$ cat src/rtl/rtc_shadow_bank.sv
// rtc_shadow_bank
//   Translates RTC addresses from two contiguous register windows (A and B)
//   into a dense local index. Keeps a shadow copy of every mapped register,
//   tracks which entries the user has modified, and runs a scan sequencer.
//   The sequencer either refreshes the shadows from the RTC or writes the
//   dirty entries back to it.
//
// Ports
//   clk, reset            clock, synchronous active-high reset
//   dec_addr/dec_idx/     combinational address-to-index lookup
//   dec_valid
//   usr_we/usr_widx/      user write port (sets the dirty flag)
//   usr_wdata
//   usr_ridx/usr_rdata    user read port, 1-cycle registered latency
//   dirty                 per-entry modified flags
//   scan_start/scan_mode  start a scan: 0 = refresh, 1 = write back dirty
//   scan_req/scan_addr/   RTC transaction request, held until scan_ack
//   scan_wdata
//   scan_ack/scan_rdata   RTC transaction completion and read data
//   scan_busy             sequencer not idle
//   scan_done/scan_err    one-cycle completion / timeout-abort pulses
module rtc_shadow_bank #(
  parameter int DATA_W  = 8,
  parameter int ADDR_W  = 8,
  parameter int IDX_W   = 4,
  parameter int BASE_A  = 'h21,
  parameter int COUNT_A = 7,
  parameter int BASE_B  = 'h41,
  parameter int COUNT_B = 3,
  parameter int TIMEOUT = 255
) (
  input  logic                       clk,
  input  logic                       reset,
  input  logic [ADDR_W-1:0]          dec_addr,
  output logic [IDX_W-1:0]           dec_idx,
  output logic                       dec_valid,
  input  logic                       usr_we,
  input  logic [IDX_W-1:0]           usr_widx,
  input  logic [DATA_W-1:0]          usr_wdata,
  input  logic [IDX_W-1:0]           usr_ridx,
  output logic [DATA_W-1:0]          usr_rdata,
  output logic [COUNT_A+COUNT_B-1:0] dirty,
  input  logic                       scan_start,
  input  logic                       scan_mode,
  output logic                       scan_req,
  output logic [ADDR_W-1:0]          scan_addr,
  output logic [DATA_W-1:0]          scan_wdata,
  input  logic                       scan_ack,
  input  logic [DATA_W-1:0]          scan_rdata,
  output logic                       scan_busy,
  output logic                       scan_done,
  output logic                       scan_err
);

  localparam int TOTAL = COUNT_A + COUNT_B;
  localparam int PTR_W = $clog2(TOTAL + 1);
  localparam int TMO_W = $clog2(TIMEOUT + 1);

  localparam logic [ADDR_W:0]   A_LO      = (ADDR_W+1)'(BASE_A);
  localparam logic [ADDR_W:0]   A_HI      = (ADDR_W+1)'(BASE_A + COUNT_A);
  localparam logic [ADDR_W:0]   B_LO      = (ADDR_W+1)'(BASE_B);
  localparam logic [ADDR_W:0]   B_HI      = (ADDR_W+1)'(BASE_B + COUNT_B);
  localparam logic [IDX_W-1:0]  IDX_INV   = '1;
  localparam logic [IDX_W-1:0]  IDX_CNT_A = IDX_W'(COUNT_A);
  localparam logic [IDX_W-1:0]  IDX_TOTAL = IDX_W'(TOTAL);
  localparam logic [PTR_W-1:0]  PTR_TOTAL = PTR_W'(TOTAL);
  localparam logic [PTR_W-1:0]  PTR_LAST  = PTR_W'(TOTAL - 1);
  localparam logic [PTR_W-1:0]  PTR_CNT_A = PTR_W'(COUNT_A);
  localparam logic [TMO_W-1:0]  TMO_LAST  = TMO_W'(TIMEOUT - 1);

  // The all-ones index is the "invalid" marker, so it can never be a real entry.
  if (TOTAL > (2 ** IDX_W) - 1) begin : g_chk_total
    $error("rtc_shadow_bank: COUNT_A+COUNT_B does not fit below the reserved index");
  end
  if (!((BASE_A + COUNT_A <= BASE_B) || (BASE_B + COUNT_B <= BASE_A))) begin : g_chk_overlap
    $error("rtc_shadow_bank: address windows A and B overlap");
  end
  if (TIMEOUT < 1) begin : g_chk_tmo
    $error("rtc_shadow_bank: TIMEOUT must be at least 1");
  end

  typedef enum logic [1:0] {S_IDLE, S_SEEK, S_REQ, S_DONE} state_t;

  function automatic logic [ADDR_W-1:0] idx_to_addr(input logic [PTR_W-1:0] i);
    if (i < PTR_CNT_A) return ADDR_W'(BASE_A) + ADDR_W'(i);
    return ADDR_W'(BASE_B) + ADDR_W'(i - PTR_CNT_A);
  endfunction

  state_t              state_q, state_d;
  logic [PTR_W-1:0]    ptr_q, ptr_d;
  logic                mode_q, mode_d;
  logic [TMO_W-1:0]    tmo_q, tmo_d;
  logic [DATA_W-1:0]   shadow_q [TOTAL];
  logic [DATA_W-1:0]   shadow_d [TOTAL];
  logic [TOTAL-1:0]    dirty_q, dirty_d;
  logic [DATA_W-1:0]   usr_rdata_q, usr_rdata_d;
  logic                scan_req_q, scan_req_d;
  logic [ADDR_W-1:0]   scan_addr_q, scan_addr_d;
  logic [DATA_W-1:0]   scan_wdata_q, scan_wdata_d;
  logic                scan_done_q, scan_done_d;
  logic                scan_err_q, scan_err_d;
  logic [ADDR_W:0]     dec_ext;

  // Address decode; widened by one bit so window ends at the top of the
  // address space cannot wrap.
  always_comb begin
    dec_ext   = {1'b0, dec_addr};
    dec_idx   = IDX_INV;
    dec_valid = 1'b0;
    if (!reset) begin
      if (dec_ext >= A_LO && dec_ext < A_HI) begin
        dec_idx   = IDX_W'(dec_ext - A_LO);
        dec_valid = 1'b1;
      end else if (dec_ext >= B_LO && dec_ext < B_HI) begin
        dec_idx   = IDX_CNT_A + IDX_W'(dec_ext - B_LO);
        dec_valid = 1'b1;
      end
    end
  end

  always_comb begin
    state_d      = state_q;
    ptr_d        = ptr_q;
    mode_d       = mode_q;
    tmo_d        = tmo_q;
    shadow_d     = shadow_q;
    dirty_d      = dirty_q;
    scan_req_d   = scan_req_q;
    scan_addr_d  = scan_addr_q;
    scan_wdata_d = scan_wdata_q;
    scan_done_d  = 1'b0;
    scan_err_d   = 1'b0;

    case (state_q)
      S_IDLE: begin
        if (scan_start) begin
          ptr_d   = '0;
          mode_d  = scan_mode;
          state_d = S_SEEK;
        end
      end
      S_SEEK: begin
        if (ptr_q == PTR_TOTAL) begin
          state_d     = S_DONE;
          scan_done_d = 1'b1;
        end else if (mode_q && !dirty_q[ptr_q]) begin
          // Clean entry in write-back mode: skip it. Finishing straight from
          // the last entry keeps an all-clean scan at exactly TOTAL cycles.
          ptr_d = ptr_q + 1'b1;
          if (ptr_q == PTR_LAST) begin
            state_d     = S_DONE;
            scan_done_d = 1'b1;
          end
        end else begin
          scan_addr_d  = idx_to_addr(ptr_q);
          scan_wdata_d = shadow_q[ptr_q];
          tmo_d        = '0;
          scan_req_d   = 1'b1;
          state_d      = S_REQ;
        end
      end
      S_REQ: begin
        if (scan_ack) begin
          // A refresh never overwrites an entry the user has modified.
          if (!mode_q) begin
            if (!dirty_q[ptr_q]) shadow_d[ptr_q] = scan_rdata;
          end else begin
            dirty_d[ptr_q] = 1'b0;
          end
          ptr_d      = ptr_q + 1'b1;
          scan_req_d = 1'b0;
          state_d    = S_SEEK;
        end else if (tmo_q == TMO_LAST) begin
          scan_req_d = 1'b0;
          scan_err_d = 1'b1;
          state_d    = S_IDLE;
        end else begin
          tmo_d = tmo_q + 1'b1;
        end
      end
      S_DONE: begin
        state_d = S_IDLE;
      end
      default: begin
        state_d = S_IDLE;
      end
    endcase

    // User write is applied last so it wins over a same-cycle scan update.
    if (usr_we && usr_widx < IDX_TOTAL) begin
      shadow_d[usr_widx] = usr_wdata;
      dirty_d[usr_widx]  = 1'b1;
    end

    // Reads see the pre-edge shadow, so a same-cycle write returns old data.
    usr_rdata_d = (usr_ridx < IDX_TOTAL) ? shadow_q[usr_ridx] : '0;
  end

  always_ff @(posedge clk) begin
    if (reset) begin
      state_q      <= S_IDLE;
      ptr_q        <= '0;
      mode_q       <= 1'b0;
      tmo_q        <= '0;
      shadow_q     <= '{default: '0};
      dirty_q      <= '0;
      usr_rdata_q  <= '0;
      scan_req_q   <= 1'b0;
      scan_addr_q  <= ADDR_W'(BASE_A);
      scan_wdata_q <= '0;
      scan_done_q  <= 1'b0;
      scan_err_q   <= 1'b0;
    end else begin
      state_q      <= state_d;
      ptr_q        <= ptr_d;
      mode_q       <= mode_d;
      tmo_q        <= tmo_d;
      shadow_q     <= shadow_d;
      dirty_q      <= dirty_d;
      usr_rdata_q  <= usr_rdata_d;
      scan_req_q   <= scan_req_d;
      scan_addr_q  <= scan_addr_d;
      scan_wdata_q <= scan_wdata_d;
      scan_done_q  <= scan_done_d;
      scan_err_q   <= scan_err_d;
    end
  end

  assign usr_rdata  = usr_rdata_q;
  assign dirty      = dirty_q;
  assign scan_req   = scan_req_q;
  assign scan_addr  = scan_addr_q;
  assign scan_wdata = scan_wdata_q;
  assign scan_done  = scan_done_q;
  assign scan_err   = scan_err_q;
  assign scan_busy  = (state_q != S_IDLE);

endmodule
$ cat config.mk
export PLATFORM = sky130hd
export DESIGN_NAME = rtc_shadow_bank
export DESIGN_NICKNAME = d
export VERILOG_FILES = /design/src/rtl/rtc_shadow_bank.sv
export SDC_FILE = /design/constraint.sdc
export NUM_CORES = 1
export LEC_CHECK = 0
export ABC_AREA = 0
export CORE_UTILIZATION = 45
export CTS_CLUSTER_SIZE = 8
export DETAILED_ROUTE_END_ITERATION = 12
export PLACE_DENSITY_LB_ADDON = 0.15
export SLEW_MARGIN = 20
export SYNTH_ARGS = -nofsm -noshare
export SYNTH_HDL_FRONTEND = slang
export SYNTH_SLANG_ARGS = --single-unit
$ cat constraint.sdc
create_clock -name clk -period 4.28 [get_ports clk]
set_input_delay 0.642 -clock clk [delete_from_list [all_inputs] [get_ports clk]]
set_output_delay 0.642 -clock clk [all_outputs]
set_load 0.05 [all_outputs]
==> reports/qor.csv, run 1 <==
metric,value,unit
Antenna diodes,0,
reg2reg path depth,8,
Setup TNS,0,ns
Avg Vias per Cell,6.03,
Area Growth Syn to Fin,18.4,%
Final Non-Filler Cells,1107,
post-layout minimum cycle time,3.80,ns
I/O pin count,81,
htree depth,4,
cells after synthesis,850,
Syn Area/Cell,8.90,um^2
Routability Congestion,0.809,
Root Driver,clkbuf_16,
grt peak-use layer,met2,
Internal Power,2.71,mW
cts hold-fix bufs,0,
Num CTS Buffers,17,
total core area,0.0165,mm^2
setup violators final,0,
Comb pwr share,0.284,
WL final,21100,um
sequential element share of the synthesized area,0.347,
CTS Sinks,131,
Yosys cell types,51,
fmax,263,MHz
critical path startpoint category,input port,
die width,132,um
Min-Delay Path Class,register to register,
most frequent cell after synthesis,dfxtp_1,
most common library cells after synthesis,"131 x dfxtp_1, 115 x nor2_1, 82 x mux2i_1",
Global Route met3 Usage,0.0525,
ys flop type,dfxtp_1,
GRT Total Usage,0.248,
Final Power,4.03,mW
CP Capture Type,output port,
status,completed,
vias in the first global route,6415,
Synth warnings,0,
Hold Fails Final Rpt,0,
crit path kind,input port to output port,
worst reg2reg endpoint,shadow_q[51]$_SDFF_PP0_,
largest area contributor in the netlist,dfxtp_1,
CTS tree,built,
Finished Cell Area,0.00896,mm^2
Post-synth EDFFs,0,
r2r startpoint,state_q[0]$_SDFFE_PP0P_,
Nets,933,
Max transition margin,0.405,
Routed Antenna Nets,0,
# rows,47,
Vias,6676,
# port buffers,79,
synthesized net count,904,
met2 usage,0.399,
CP arrival,3.16,ns
Tightest Pin Transition,0.893,ns
Synth Cell Area,0.00757,mm^2
"Max FO, Critical Path",6,
clock slew at reported path FFs,0.05,ns
Required @ worst endpoint,3.64,ns
switch share,0.327,
initial antenna violation count,0,
Area after DPL,0.00838,mm^2
post-cts resize count,0,
first-pass GRT wire length,34100,um
fin. max-slew vios,0,
share of cells above drive strength 1,0.100,
RSZ-0062 raised after global routing,no,
power share of the sequential group,0.348,
crit path capture,dec_valid,
DR WL/cell,19.0,um
DRT Pass-1 Iters,7,
GR Util met1,0.332,
synthesized flop and latch total,131,
die area,0.0173,mm^2
leakage,3.08,nW
Critical path origin,dec_addr[0],
Initial Util,0.458,
Post-Place Cells,1080,
maxcap violations,0,
Clock Power Share,0.369,
period utilization,0.889,
clock latency on the worst-skew pair,0.42,ns
"Setup Fix Bufs, Post-CTS",0,
reg2reg setup slack,1.12,ns
Clock Skew,0.0144,ns
Psw,1.32,mW
ranking of synthesized cells by area,"dfxtp_1 35%, mux2i_1 11%, mux4_2 9.5%, nor2_1 5.7%, a211oi_1 5.0%",
async set or reset register ratio after synthesis,0,
largest net degree at the start of global routing,81,
gr ovfl total,0,
drt drc,0,
Max IR drop VDD,0.302,mV
maximum buffer depth of the clock tree,2,
Die Height,132,um
1st-iter DRT viols,525,
power per cell area,449,mW/mm^2
top cell type's share of synthesized area,0.347,
Post-DP HPWL,15300,um
## flip-flops by register name (all words and copies together), names as in the netlist, 2 cells and up
name	cells
shadow_q	80
scan_wdata	8
ptr_q	4
dirty	10
scan_addr	7
state_q	2
tmo_q	8
usr_rdata	8
## metrics by stage
stage	hold slack [ns]	utilization	setup WS [ns]
final	0.453	0.542	0.476
after global routing	0.480	0.542	0.320
after CTS	0.453	0.542	0.473
after detailed placement	0.448	0.507	0.483
after global placement	0.442	0.507	0.596
after floorplan	0.446	-	0.672
## layout make-up
type | count | area (um^2)
Tap cell | 220 | 275
Fill cell | 1503 | 7570
Inverter | 15 | 56.3
Timing Repair Buffer | 92 | 883
Multi-Input combinational cell | 622 | 4540
Sequential cell | 131 | 2620
Clock buffer | 20 | 447
Clock inverter | 7 | 135
## power by group through the flow
stage | Sequential (mW) | Combinational [mW] | Clock, mW
finish | 1.40 | 1.14 | 1.48
global route | 1.41 | 1.23 | 1.56
CTS | 1.40 | 1.14 | 1.50
detailed placement | 1.43 | 1.13 | 0
global placement | 1.42 | 1.11 | 0
floorplan | 1.58 | 0.646 | 0
## cells in the final DEF (no fill, tap or decap), types with 6 or more instances in the layout
cell             synthesis  routed
a211oi_1                50      50
a21oi_1                 26      26
a311oi_1                33      33
and2_1                  15      15
buf_4                    5      15
clkbuf_16                0      17
clkdlybuf4s50_1          0      77
dfxtp_1                131     130
ha_1                    16      16
inv_1                   15      15
mux2i_1                 82      82
mux4_2                  32      32
nand2_1                 74      74
nand2b_1                 8       8
nand3_1                 38      38
nand4_1                  7       7
nor2_1                 115     115
nor2b_1                  7       7
nor3_1                  16      16
nor3b_1                  6       6
o21ai_0                 18      18
o22ai_1                 17      17
## critical path, stage by stage
cell	delay, ns
clkdlybuf4s50_1	0.54
inv_1	0.07
ha_1	0.22
nand2b_1	0.10
o31ai_1	0.07
nor3b_1	0.23
buf_4	0.19
nor2b_1	0.05
nor2_1	0.20
clkdlybuf4s50_1	0.85
## metal layers
| metal | wire length [um] | up-vias | share of wire |
|---|---|---|---|
| met1 | 9490 | 3221 | 0.45 |
| li1 | - | 3168 | - |
| met4 | 189 | 0 | 0.0090 |
| met5 | 0 | - | 0 |
| met3 | 1330 | 17 | 0.063 |
| met2 | 10000 | 270 | 0.48 |
## worst min path at each step
stage                         startpoint                         to  slack (ns)  cells after the start
3_5_place_dp   scan_addr[2]$_SDFFE_PP0P_  scan_addr[2]$_SDFFE_PP0P_        0.45                      2
5_1_grt        scan_addr[3]$_SDFFE_PP0P_  scan_addr[3]$_SDFFE_PP0P_        0.48                      2
2_1_floorplan      tmo_q[6]$_SDFFE_PP0P_      tmo_q[6]$_SDFFE_PP0P_        0.45                      2
4_1_cts        scan_addr[2]$_SDFFE_PP0P_  scan_addr[2]$_SDFFE_PP0P_        0.45                      2
6_report       scan_addr[3]$_SDFFE_PP0P_  scan_addr[3]$_SDFFE_PP0P_        0.45                      2
3_3_place_gp   scan_addr[2]$_SDFFE_PP0P_  scan_addr[2]$_SDFFE_PP0P_        0.44                      2
## cells by family after synthesis
logic type                 count (synthesis)  synth area share
adders and majority gates                 16            0.0265
xor gates and xnor gates                   5           0.00579
buffers and inverters                     97            0.0537
and+or+nand+nor                          313             0.192
AOI/OAI and AO/OA                        167             0.160
muxes                                    120             0.215
other                                      1          0.000496
DFF                                      131             0.347
Note: power is estimated with default switching activity, not from simulation.
==> run 2: changes to the inputs <==
CORE_ASPECT_RATIO = 0.9   (was unset)
CORE_UTILIZATION = 35   (was 45)
RECOVER_POWER = 100   (was unset)
==> reports/qor.csv, run 2 (synthesis results as in run 1) <==
metric,value,unit,change
status,"complete, but fails checks",,
failing checks,"max-capacitance violations, max-slew violations",,
Tightest Pin Transition,2.02,ns,+1.13 ns
power per cell area,442,mW/mm^2,-1.6%
Initial Util,0.360,,-0.0979
die width,157,um,+19%
CP max stage cell,dlygate4sd3_1,,
first-pass GRT wire length,35000,um,+2.9%
initial antenna violation count,0,,unchanged
CTS Sinks,131,,unchanged
max reg flops,80,,unchanged
Hold Fails Final Rpt,0,,unchanged
Num CTS Buffers,17,,unchanged
CP arrival,3.18,ns,+0.02 ns
Final Power,3.98,mW,-1.2%
I/O pin count,81,,unchanged
critical path startpoint category,input port,,
Comb pwr share,0.276,,-0.008
Min-Delay Path Class,register to register,,
DR WL/cell,18.3,um,-3.8%
Setup TNS,0,ns,unchanged
Post-DP HPWL,15700,um,+3.2%
Worst path max stage delay,0.76,ns,-0.09 ns
Filler cells,2134,,+42%
crit path kind,input port to output port,,
switch share,0.332,,+0.00468
CP Capture Type,output port,,
utilization after layout,0.428,,-0.114
Nets,934,,+0.11%
share of cells above drive strength 1,0.0898,,-0.0106
gr ovfl total,0,,unchanged
clock slew at reported path FFs,0.05,ns,about the same
most frequent CP cell,dlygate4sd3_1,,
"Setup Fix Bufs, Post-CTS",0,,unchanged
Root Driver,clkbuf_16,,
DRT Pass-1 Iters,5,,-2
period utilization,0.893,,+0.00473
# rows,50,,+6.4%
fin. max-slew vios,25,,+25
drt drc,0,,unchanged
Vias,6411,,-4.0%
Routed Antenna Nets,0,,unchanged
setup violators final,0,,unchanged
GRT Total Usage,0.206,,-0.0418
Die Height,141,um,+7.5%
maximum buffer depth of the clock tree,2,,unchanged
Max transition margin,-0.349,,-0.754
final hold slack,0.460,ns,+0.00672 ns
power share of the sequential group,0.351,,+0.003
most frequent cells in the layout,"131 x dfxtp_1, 115 x nor2_1, 82 x mux2i_1",,
Clock Power Share,0.373,,+0.004
Max IR drop VDD,0.269,mV,-11%
"commonest non-fill, non-tap cell in the layout",dfxtp_1,,
Routability Congestion,0.792,,-2.1%
largest net degree at the start of global routing,90,,+11%
vias in the first global route,6037,,-5.9%
fmax,262,MHz,-0.53%
Psw,1.32,mW,+0.25%
cts hold-fix bufs,0,,unchanged
# port buffers,79,,unchanged
total core area,0.0210,mm^2,+27%
Area Growth Syn to Fin,18.9,%,
crit path cell chain,"dlygate4sd3_1, inv_1, ha_1, nand2b_1, o31ai_1, nor3b_1, buf_4, a21oi_1, or2_2, dlygate4sd3_1",,
Required @ worst endpoint,3.64,ns,about the same
post-layout minimum cycle time,3.82,ns,+0.0202 ns
"Max FO, Critical Path",6,,unchanged
leakage,3.14,nW,+1.9%
WL final,21500,um,+2.3%
1st-iter DRT viols,419,,-20%
clock latency on the worst-skew pair,0.43,ns,about the same
post-cts resize count,0,,unchanged
"Most flops, register",shadow_q,,
htree depth,4,,unchanged
Antenna diodes,0,,unchanged
RSZ-0062 raised after global routing,no,,
Internal Power,2.66,mW,-1.9%
die area,0.0222,mm^2,+28%
CTS tree,built,,
maxcap violations,1,,+1
Clock Skew,0.0101,ns,-0.00436 ns
Avg Vias per Cell,5.45,,-9.7%
-- run 2: worst max-delay path: cells and delay by family --
| kind | cells | cell delay [ns] |
|---|---|---|
| compound gates | 2 | 0.13 |
| fa+ha+maj | 1 | 0.22 |
| buf+inv | 4 | 1.62 |
| simple gates | 3 | 0.58 |
-- run 2: stage by stage --
stage / cell area (um^2) / setup WS, ns / instances
after floorplan: 7570 / 0.672 / 850
after global placement: 8460 / 0.607 / 1147
after detailed placement: 8460 / 0.583 / 1147
after CTS: 9050 / 0.579 / 1177
after global routing: 9000 / 0.209 / 1177
final: 9000 / 0.456 / 1177
-- run 2: power groups by stage --
stage | clock network [mW] | registers [mW] | logic, mW
after detailed placement | 0 | 1.43 | 1.14
final | 1.48 | 1.40 | 1.10
after CTS | 1.51 | 1.40 | 1.14
after global placement | 0 | 1.43 | 1.14
after floorplan | 0 | 1.58 | 0.646
after global routing | 1.55 | 1.41 | 1.20
-- run 2: area by class of cell --
class,count,area [um^2],area share
Multi-Input combinational cell,622,4520,0.502
Sequential cell,131,2620,0.291
Timing Repair Buffer,93,862,0.0958
Clock buffer,25,485,0.0539
Tap cell,286,358,0.0398
Clock inverter,5,100,0.0111
Inverter,15,56.3,0.00626
-- run 2: final timing paths --
kind / startpoint / end / slack, ns / depth (start not counted)
setup reg to reg: ptr_q[0]$_SDFFE_PP0P_ / shadow_q[68]$_SDFF_PP0_ / 0.63 / 5
hold / removal: scan_addr[3]$_SDFFE_PP0P_ / scan_addr[3]$_SDFFE_PP0P_ / 0.46 / 2
setup / recovery: dec_addr[0] / dec_idx[3] / 0.46 / 10
hold reg to reg: scan_addr[3]$_SDFFE_PP0P_ / scan_addr[3]$_SDFFE_PP0P_ / 0.46 / 2
-- run 2: layer usage --
| layer | routed length, um | GRT usage | vias to the layer above |
|---|---|---|---|
| li1 | - | - | 3166 |
| met5 | 0 | 0 | - |
| met3 | 1120 | 0.0318 | 18 |
| met4 | 298 | 0.0681 | 0 |
| met1 | 11200 | 0.318 | 3084 |
| met2 | 8890 | 0.286 | 143 |
